===== config.mk =====
export PLATFORM = sky130hd
export DESIGN_NAME = rmon_cnt_bank
export DESIGN_NICKNAME = d
export VERILOG_FILES = /design/src/rtl/rmon_pkg.sv /design/src/rtl/rmon_pend_cnt.sv /design/src/rtl/rmon_cnt_bank.sv
export SDC_FILE = /design/constraint.sdc
export NUM_CORES = 2
export LEC_CHECK = 0
export ABC_CLOCK_PERIOD_IN_PS = 6490
export BUFFER_PORTS_ARGS = -buffer_cell sky130_fd_sc_hd__buf_2
export CORE_ASPECT_RATIO = 0.9
export CORE_UTILIZATION = 45
export CTS_BUF_LIST = sky130_fd_sc_hd__clkbuf_8
export CTS_CLUSTER_DIAMETER = 30
export DETAILED_ROUTE_END_ITERATION = 12
export SLEW_MARGIN = 20
export SYNTH_ARGS = -nofsm -noshare
export SYNTH_HDL_FRONTEND = slang
export SYNTH_SLANG_ARGS = --single-unit

===== constraint.sdc =====
create_clock -name clk_i -period 6.49 [get_ports clk_i]
set_input_delay 0.3245 -clock clk_i [delete_from_list [all_inputs] [get_ports clk_i]]
set_output_delay 0.3245 -clock clk_i [all_outputs]
set_load 0.05 [all_outputs]

===== src/rtl/rmon_pkg.sv =====
// Shared types and helpers for the RMON counter bank.
//   f_log2ceil   : ceil(log2(n)), used to size counter indices
//   rmon_state_t : bank sequencing state (INIT clears the RAM, RUN flushes/serves reads)
//   rmon_stage_t : S0->S1 pipeline register. Index and pending fields are sized for
//                  the largest supported bank and are truncated where they are used.
package rmon_pkg;

   localparam int unsigned c_idx_max_w  = 16;
   localparam int unsigned c_pend_max_w = 16;

   typedef enum logic [0:0] {
      ST_INIT = 1'b0,
      ST_RUN  = 1'b1
   } rmon_state_t;

   typedef struct packed {
      logic [c_idx_max_w-1:0]  index;
      logic [c_pend_max_w-1:0] pend;
      logic                    host;
      logic                    clr;
      logic                    valid;
   } rmon_stage_t;

   function automatic int f_log2ceil(input int n);
      int r;
      r = 0;
      for (int i = 0; i < 31; i++) begin
         if ((1 << i) < n) r = i + 1;
      end
      return r;
   endfunction

endpackage


===== src/rtl/rmon_pend_cnt.sv =====
// Narrow pending event counter in flops.
//   clk_i, rst_n_i : clock, synchronous active-low reset
//   clr_i          : hold at zero (bank not running)
//   cap_i          : value is being folded into the RAM this cycle; reload with
//                    this cycle's event so nothing is lost
//   evt_i          : one count per high cycle
//   cnt_o          : current pending count
//   sat_o          : event arrived while full and not captured (event dropped)
module rmon_pend_cnt #(
   parameter int g_width = 4
) (
   input  logic               clk_i,
   input  logic               rst_n_i,
   input  logic               clr_i,
   input  logic               cap_i,
   input  logic               evt_i,
   output logic [g_width-1:0] cnt_o,
   output logic               sat_o
);

   logic [g_width-1:0] cnt_q, cnt_d;

   always_comb begin
      cnt_d = cnt_q;
      sat_o = 1'b0;
      if (clr_i) begin
         cnt_d = '0;
      end else if (cap_i) begin
         cnt_d = g_width'(evt_i);
      end else if (evt_i) begin
         if (&cnt_q) sat_o = 1'b1;
         else        cnt_d = cnt_q + 1'b1;
      end
   end

   always_ff @(posedge clk_i) begin
      if (!rst_n_i) cnt_q <= '0;
      else          cnt_q <= cnt_d;
   end

   assign cnt_o = cnt_q;

endmodule


===== src/rtl/rmon_cnt_bank.sv =====
// Multi-port RMON counter bank: per-event pending flop counters are folded by a
// round-robin flush engine into wide counters held in a simple-dual-port RAM.
// Host reads share the same two-stage pipeline and may clear on read.
//   clk_i, rst_n_i        : clock, synchronous active-low reset
//   events_i              : one event bit per counter
//   clr_all_i             : restart the RAM clear sequence
//   rd_req_i/rd_addr_i/rd_clr_i, rd_ready_o : host request handshake
//   rd_valid_o/rd_data_o  : read result, two cycles after acceptance
//   busy_o                : RAM clear in progress
//   ovf_o                 : sticky, a pending counter dropped an event
//
// state   | meaning
// ST_INIT | writing zero to every RAM word, one per cycle; events dropped
// ST_RUN  | flush engine and host reads active
module rmon_cnt_bank
   import rmon_pkg::*;
#(
   parameter  int g_nports     = 2,
   parameter  int g_cnt_pp     = 16,
   parameter  int g_pend_width = 4,
   parameter  int g_cnt_width  = 32,
   parameter  int g_wrap_mode  = 1,
   localparam int c_n          = g_nports * g_cnt_pp,
   localparam int c_aw         = f_log2ceil(c_n)
) (
   input  logic                   clk_i,
   input  logic                   rst_n_i,
   input  logic [c_n-1:0]         events_i,
   input  logic                   clr_all_i,
   input  logic                   rd_req_i,
   input  logic [c_aw-1:0]        rd_addr_i,
   input  logic                   rd_clr_i,
   output logic                   rd_ready_o,
   output logic                   rd_valid_o,
   output logic [g_cnt_width-1:0] rd_data_o,
   output logic                   busy_o,
   output logic                   ovf_o
);

   localparam logic [c_aw-1:0] c_last = c_aw'(c_n - 1);

   rmon_state_t            state_q, state_d;
   logic [c_aw-1:0]        init_cnt_q, init_cnt_d;
   logic [c_aw-1:0]        rr_q, rr_d;
   rmon_stage_t            s1_q, s1_d;
   logic                   ovf_q, ovf_d;
   logic                   rd_valid_q;
   logic [g_cnt_width-1:0] rd_data_q;
   logic                   fwd_q;
   logic [g_cnt_width-1:0] fwd_data_q;

   logic [g_cnt_width-1:0]  mem [c_n];
   logic [g_cnt_width-1:0]  mem_rd_q;
   logic [g_pend_width-1:0] pend [c_n];
   logic [c_n-1:0]          sat, cap;

   logic                    run, host_acc, s1_fire;
   logic [c_aw-1:0]         s0_idx, s1_idx;
   logic [g_cnt_width-1:0]  base, sum;
   logic [g_cnt_width:0]    sum_ext;
   logic                    wr_en;
   logic [c_aw-1:0]         wr_addr;
   logic [g_cnt_width-1:0]  wr_data;
   logic                    unused_stage;

   assign run      = (state_q == ST_RUN);
   assign host_acc = run && rd_req_i;
   assign s0_idx   = host_acc ? rd_addr_i : rr_q;

   always_comb begin
      cap = '0;
      if (run) cap[s0_idx] = 1'b1;
   end

   for (genvar k = 0; k < c_n; k++) begin : g_pend
      rmon_pend_cnt #(.g_width(g_pend_width)) u_pend (
         .clk_i   (clk_i),
         .rst_n_i (rst_n_i),
         .clr_i   (!run),
         .cap_i   (cap[k]),
         .evt_i   (events_i[k]),
         .cnt_o   (pend[k]),
         .sat_o   (sat[k])
      );
   end

   always_comb begin
      s1_d       = '0;
      s1_d.index = c_idx_max_w'(s0_idx);
      s1_d.pend  = c_pend_max_w'(pend[s0_idx]);
      s1_d.host  = host_acc;
      s1_d.clr   = host_acc && rd_clr_i;
      s1_d.valid = run && !clr_all_i;
   end

   // Upper stage bits beyond this instance's widths are intentionally dropped.
   assign unused_stage = ^s1_q;

   // An op already in S1 when clr_all_i arrives is squashed as well.
   assign s1_fire = s1_q.valid && !clr_all_i;
   assign s1_idx  = s1_q.index[c_aw-1:0];
   assign base    = fwd_q ? fwd_data_q : mem_rd_q;
   assign sum_ext = {1'b0, base} + (g_cnt_width+1)'(s1_q.pend[g_pend_width-1:0]);
   assign sum     = (g_wrap_mode == 0 && sum_ext[g_cnt_width]) ? '1
                                                               : sum_ext[g_cnt_width-1:0];

   always_comb begin
      wr_en   = 1'b0;
      wr_addr = s1_idx;
      wr_data = '0;
      if (!run) begin
         wr_en   = 1'b1;
         wr_addr = c_last - init_cnt_q;
      end else if (s1_fire) begin
         wr_en   = 1'b1;
         wr_data = s1_q.clr ? '0 : sum;
      end
   end

   // Read-before-write RAM; a same-address write is picked up by the S1 bypass.
   always_ff @(posedge clk_i) begin
      if (wr_en) mem[wr_addr] <= wr_data;
      mem_rd_q <= mem[s0_idx];
   end

   always_comb begin
      state_d    = state_q;
      init_cnt_d = init_cnt_q;
      if (clr_all_i) begin
         state_d    = ST_INIT;
         init_cnt_d = c_last;
      end else begin
         case (state_q)
            ST_INIT: begin
               if (init_cnt_q == '0) state_d = ST_RUN;
               else                  init_cnt_d = init_cnt_q - 1'b1;
            end
            ST_RUN:  state_d = ST_RUN;
            default: state_d = ST_INIT;
         endcase
      end
   end

   always_comb begin
      rr_d = rr_q;
      if (!run)          rr_d = '0;
      else if (!host_acc) rr_d = (rr_q == c_last) ? '0 : rr_q + 1'b1;
   end

   assign ovf_d = (run && !clr_all_i) ? (ovf_q | (|sat)) : 1'b0;

   always_ff @(posedge clk_i) begin
      if (!rst_n_i) begin
         state_q    <= ST_INIT;
         init_cnt_q <= c_last;
         rr_q       <= '0;
         s1_q       <= '0;
         ovf_q      <= 1'b0;
         rd_valid_q <= 1'b0;
         rd_data_q  <= '0;
         fwd_q      <= 1'b0;
         fwd_data_q <= '0;
      end else begin
         state_q    <= state_d;
         init_cnt_q <= init_cnt_d;
         rr_q       <= rr_d;
         s1_q       <= s1_d;
         ovf_q      <= ovf_d;
         rd_valid_q <= s1_fire && s1_q.host;
         if (s1_fire && s1_q.host) rd_data_q <= sum;
         fwd_q      <= wr_en && (wr_addr == s0_idx);
         fwd_data_q <= wr_data;
      end
   end

   assign rd_ready_o = run;
   assign rd_valid_o = rd_valid_q;
   assign rd_data_o  = rd_data_q;
   assign busy_o     = !run;
   assign ovf_o      = ovf_q;

endmodule


==> impl_metrics.csv <==
group,metric,value,unit
sta,clock_skew,0.07242,ns
sta,rsz0062_at_grt,"no",
setup_path,cpMostUsedCell,"buf_4",
sta,final_max_slew_viol_count,0,
global_route,gr-total-overflow,0,
global_route,grt_pass1_wl,222.4,mm
floorplan,initial_core_util,45.59,%
sta,setup_viol,0,
synthesis,synth_area,51790,um^2
route,drtAntennaViolNets,0,
setup_path,cpPeakStageDelay,0.84,ns
setup_path,worstSetupStartpoint,"fwd_q",
pwr,p_leak,18.02,nW
sta,min_period,4.128,ns
setup_path,r2r-end,"mem[12][25]",
floorplan,fp.dieW,359.6,um
setup_path,cp_cell_sequence,"buf_4 > mux2_2 > ha_1 > o21a_1 > nand4_2 > nor3_1 > xor2_1 > nor2_1 > buf_4",
floorplan,die_area,116500,um^2
route,num_vias,32744,
outcome,outcome,"completed",
setup_path,crit_path_start_kind,"register",
pwr,power_density,291.2,nW/um^2
synthesis,synth-seq-cells,1274,
setup_path,ff2ff_path_depth,9,
flow_run,drv_cap,0,
clocking,insertion_delay,0.98,ns
hold_path,hp-class,"in2reg",
global_route,antenna_found_initial,5,
sta,fin_crit_sh,63.60,%
global_route,grt_usage,26.60,%
setup_path,critPathSlowestCell,"dfxtp_2",
setup_path,cp-end-kind,"register",
route,first_pass_iters,8,
route,wl,154.8,mm
clocking,htree_levels,5,
sta,relSlewSlack,22.92,%
sta,worstMarginPinSlew,1.153,ns
clocking,clock_path_buffers,4,
pwr,total_power,17.64,mW
synthesis,yosys_warnings,0,
route,drcViolationCount,0,
setup_path,arrival,4.79,ns
floorplan,core_area,113600,um^2
global_route,grt_max_degree,97,
sta,fmax,242.3,MHz
setup_path,endpoint,"mem[12][25]",
sta,final_hold_viol_count,0,
floorplan,rows,117,
place,place_area,54670,um^2
clocking,cts_tree,"yes",
setup_path,worstReg2RegStart,"fwd_q",
sta,finalSetupTns,0,ns
clocking,root_buffer,"clkbuf_8",
global_route,grt_pass1_vias,32381,
clocking,clkTransAtPathRegs,0.06,ns
setup_path,cp_max_fo,32,
cells_and_area,layout-drive-gt1-share,25.83,%
synthesis,synth_edf_count,1024,
setup_path,required,7.15,ns
route,drtIter0Drc,4052,
pwr,ir_drop,0.0002124,V
setup_path,crit_type,"reg2reg",
route,wl_per_cell,29.90,um
place,dp_hpwl,88.66,mm
route,viasPerCell,6.324,
floorplan,ioPinCount,78,
setup_path,r2r_slack,2.36,ns
clocking,clock_sinks,1274,
cells_and_area,area_growth,16.93,%
place,io_buffers,77,
place,place_congestion,0.8999,
synthesis,synth_area_per_cell,16.43,um^2
synthesis,synth_cells,3152,
synthesis,synth_nets,3235,
cells_and_area,design_area,60560,um^2
cells_and_area,instances_no_fill,5178,
synthesis,synth_ff_type,"edfxtp_1",
clocking,numCtsBuffers,274,
clocking,postCtsSetupBuffers,0,
synthesis,ys_seq_area_share,69.03,%
floorplan,die_y,323.8,um
synthesis,async_flop_share,0,%
place,dp.cells,4666,
cells_and_area,num-nets-final,3577,
synthesis,synth_cell_types,78,
==> sequential cells by signal (all words and copies together) (netlist names) <==
signal / count
s1_idx: 5
rd_ready_o: 1
ovf_o: 1
fwd_q: 1
rd_valid_o: 1
mem: 1024
fwd_data_q: 32
rr_q: 5
s1_q: 7
rd_data_o: 32
g_pend.u_pend.cnt_o: 128
init_cnt_q: 5
mem_rd_q: 32
==> cells by family (layout without fill, tap and decap cells) <==
logic type | after synthesis | count (layout) | share of synthesized area (%)
flip-flops | 1274 | 1274 | 69.03
AND/OR/NAND/NOR | 766 | 766 | 7.685
AO/OA/AOI/OAI | 482 | 482 | 6.028
multiplexers | 355 | 355 | 13.88
buffers and inverters | 194 | 728 | 1.691
adder cells (fa/ha/maj) | 41 | 41 | 1.005
XOR/XNOR | 40 | 40 | 0.6764
other | 0 | 5 | 0
==> where the power goes <==
part           switching (mW)  internal [mW]
Combinational           0.151         0.0985
Sequential             0.0337           8.76
Clock                    3.57           5.03
==> final cells by class <==
| cell class | count | area [um^2] |
|---|---|---|
| Antenna cell | 5 | 12.51 |
| Clock buffer | 297 | 4088 |
| Clock inverter | 171 | 1356 |
| Fill cell | 9039 | 53040 |
| Inverter | 36 | 135.1 |
| Multi-Input combinational cell | 1684 | 15520 |
| Sequential cell | 1274 | 35760 |
| Tap cell | 1487 | 1861 |
| Timing Repair Buffer | 224 | 1829 |
==> cell usage in the layout (no fill, tap or decap), drive strengths merged, types with 12 or more instances in the layout <==
cell,n
nor3,104
xnor2,28
clkbuf,297
nand4,94
nand2,167
buf,187
nor4,30
ha,40
nand3,87
a211oi,15
mux4,288
a31oi,40
dlygate4sd3,37
o21ai,89
a2111oi,17
and4,25
dfxtp,250
xor2,12
nand3b,13
mux2,20
edfxtp,1024
and3,13
a22oi,130
mux2i,47
clkinvlp,23
o21a,15
nor2,166
inv,101
a21oi,119
bufinv,20
nand4b,19
clkinv,63
==> how the worst min path moves through the flow <==
stage             startpoint             to  cells after the start
2_1_floorplan      clr_all_i     rd_ready_o                      1
3_3_place_gp   rd_data_o[14]  rd_data_o[14]                      2
3_5_place_dp   rd_data_o[14]  rd_data_o[14]                      2
4_1_cts         rd_addr_i[4]   mem_rd_q[22]                      5
5_1_grt         rd_addr_i[4]      s1_idx[4]                      4
6_report        rd_addr_i[4]   mem_rd_q[22]                      5
==> critical path, delay by kind of cell (launching register included) <==
family,cells,cell delay (ns)
simple gates,3,1.03
buf+inv,2,0.71
compound gates,1,0.27
flops,1,0.84
xor+xnor,1,0.27
mux,1,0.38
fa+ha+maj,1,0.33
==> synthesized netlist by cell type, types with 9 or more instances <==
| cell type | count | area [um^2] |
|---|---|---|
| nand4_1 | 92 | 575.6 |
| a31oi_1 | 40 | 250.2 |
| xor2_1 | 12 | 105.1 |
| dfxtp_1 | 250 | 5005 |
| nand4b_1 | 19 | 166.4 |
| nand3_1 | 87 | 435.4 |
| a211oi_1 | 15 | 112.6 |
| nor2b_1 | 9 | 56.30 |
| xnor2_1 | 28 | 245.2 |
| mux4_2 | 288 | 6486 |
| o21ai_0 | 83 | 415.4 |
| nor2_1 | 166 | 623.1 |
| edfxtp_1 | 1024 | 30750 |
| clkbuf_1 | 72 | 270.3 |
| inv_1 | 36 | 135.1 |
| o211ai_1 | 9 | 67.56 |
| buf_2 | 64 | 320.3 |
| nor3_1 | 98 | 490.5 |
| and3_1 | 12 | 75.07 |
| a21oi_1 | 118 | 590.6 |
| mux2i_1 | 46 | 460.4 |
| ha_1 | 40 | 500.5 |
| a2111oi_0 | 17 | 148.9 |
| nand2_1 | 167 | 626.9 |
| a22oi_1 | 130 | 975.9 |
| or3_1 | 9 | 56.30 |
| nand3b_1 | 13 | 97.59 |
| mux2_2 | 19 | 214.0 |
| buf_1 | 10 | 37.54 |
| and4_1 | 25 | 219.0 |
| o21a_1 | 15 | 112.6 |
| nor4_1 | 24 | 150.1 |
==> metrics by stage <==
stage | utilization (%) | hold WS (ns) | worst slack (ns)
2_1_floorplan | - | 0.4038 | 2.029
3_3_place_gp | 47.98 | 0.4430 | 2.509
3_5_place_dp | 48.13 | 0.4551 | 2.444
4_1_cts | 53.25 | 0.1004 | 2.400
5_1_grt | 53.31 | 0.2047 | 2.135
6_report | 53.31 | 0.1850 | 2.362
==> repair_timing <==
action                                 in CTS  in global routing
hold buffers                               37                  0
endpoints found under the hold margin     155                  0
resized for setup                           0                  0
==> layer usage <==
layer / up-vias / part of all wire [%] / GRT usage (%) / wire length, um
met3: 336 / 9.8 / 6.138 / 15180
met1: 16914 / 42 / 37.41 / 64510
met2: 1879 / 46 / 40.95 / 71030
met5: - / 0 / 0 / 0
met4: 0 / 2.6 / 9.031 / 4100
li1: 13615 / - / - / -
No activity file was read; power rests on OpenSTA's default activity.
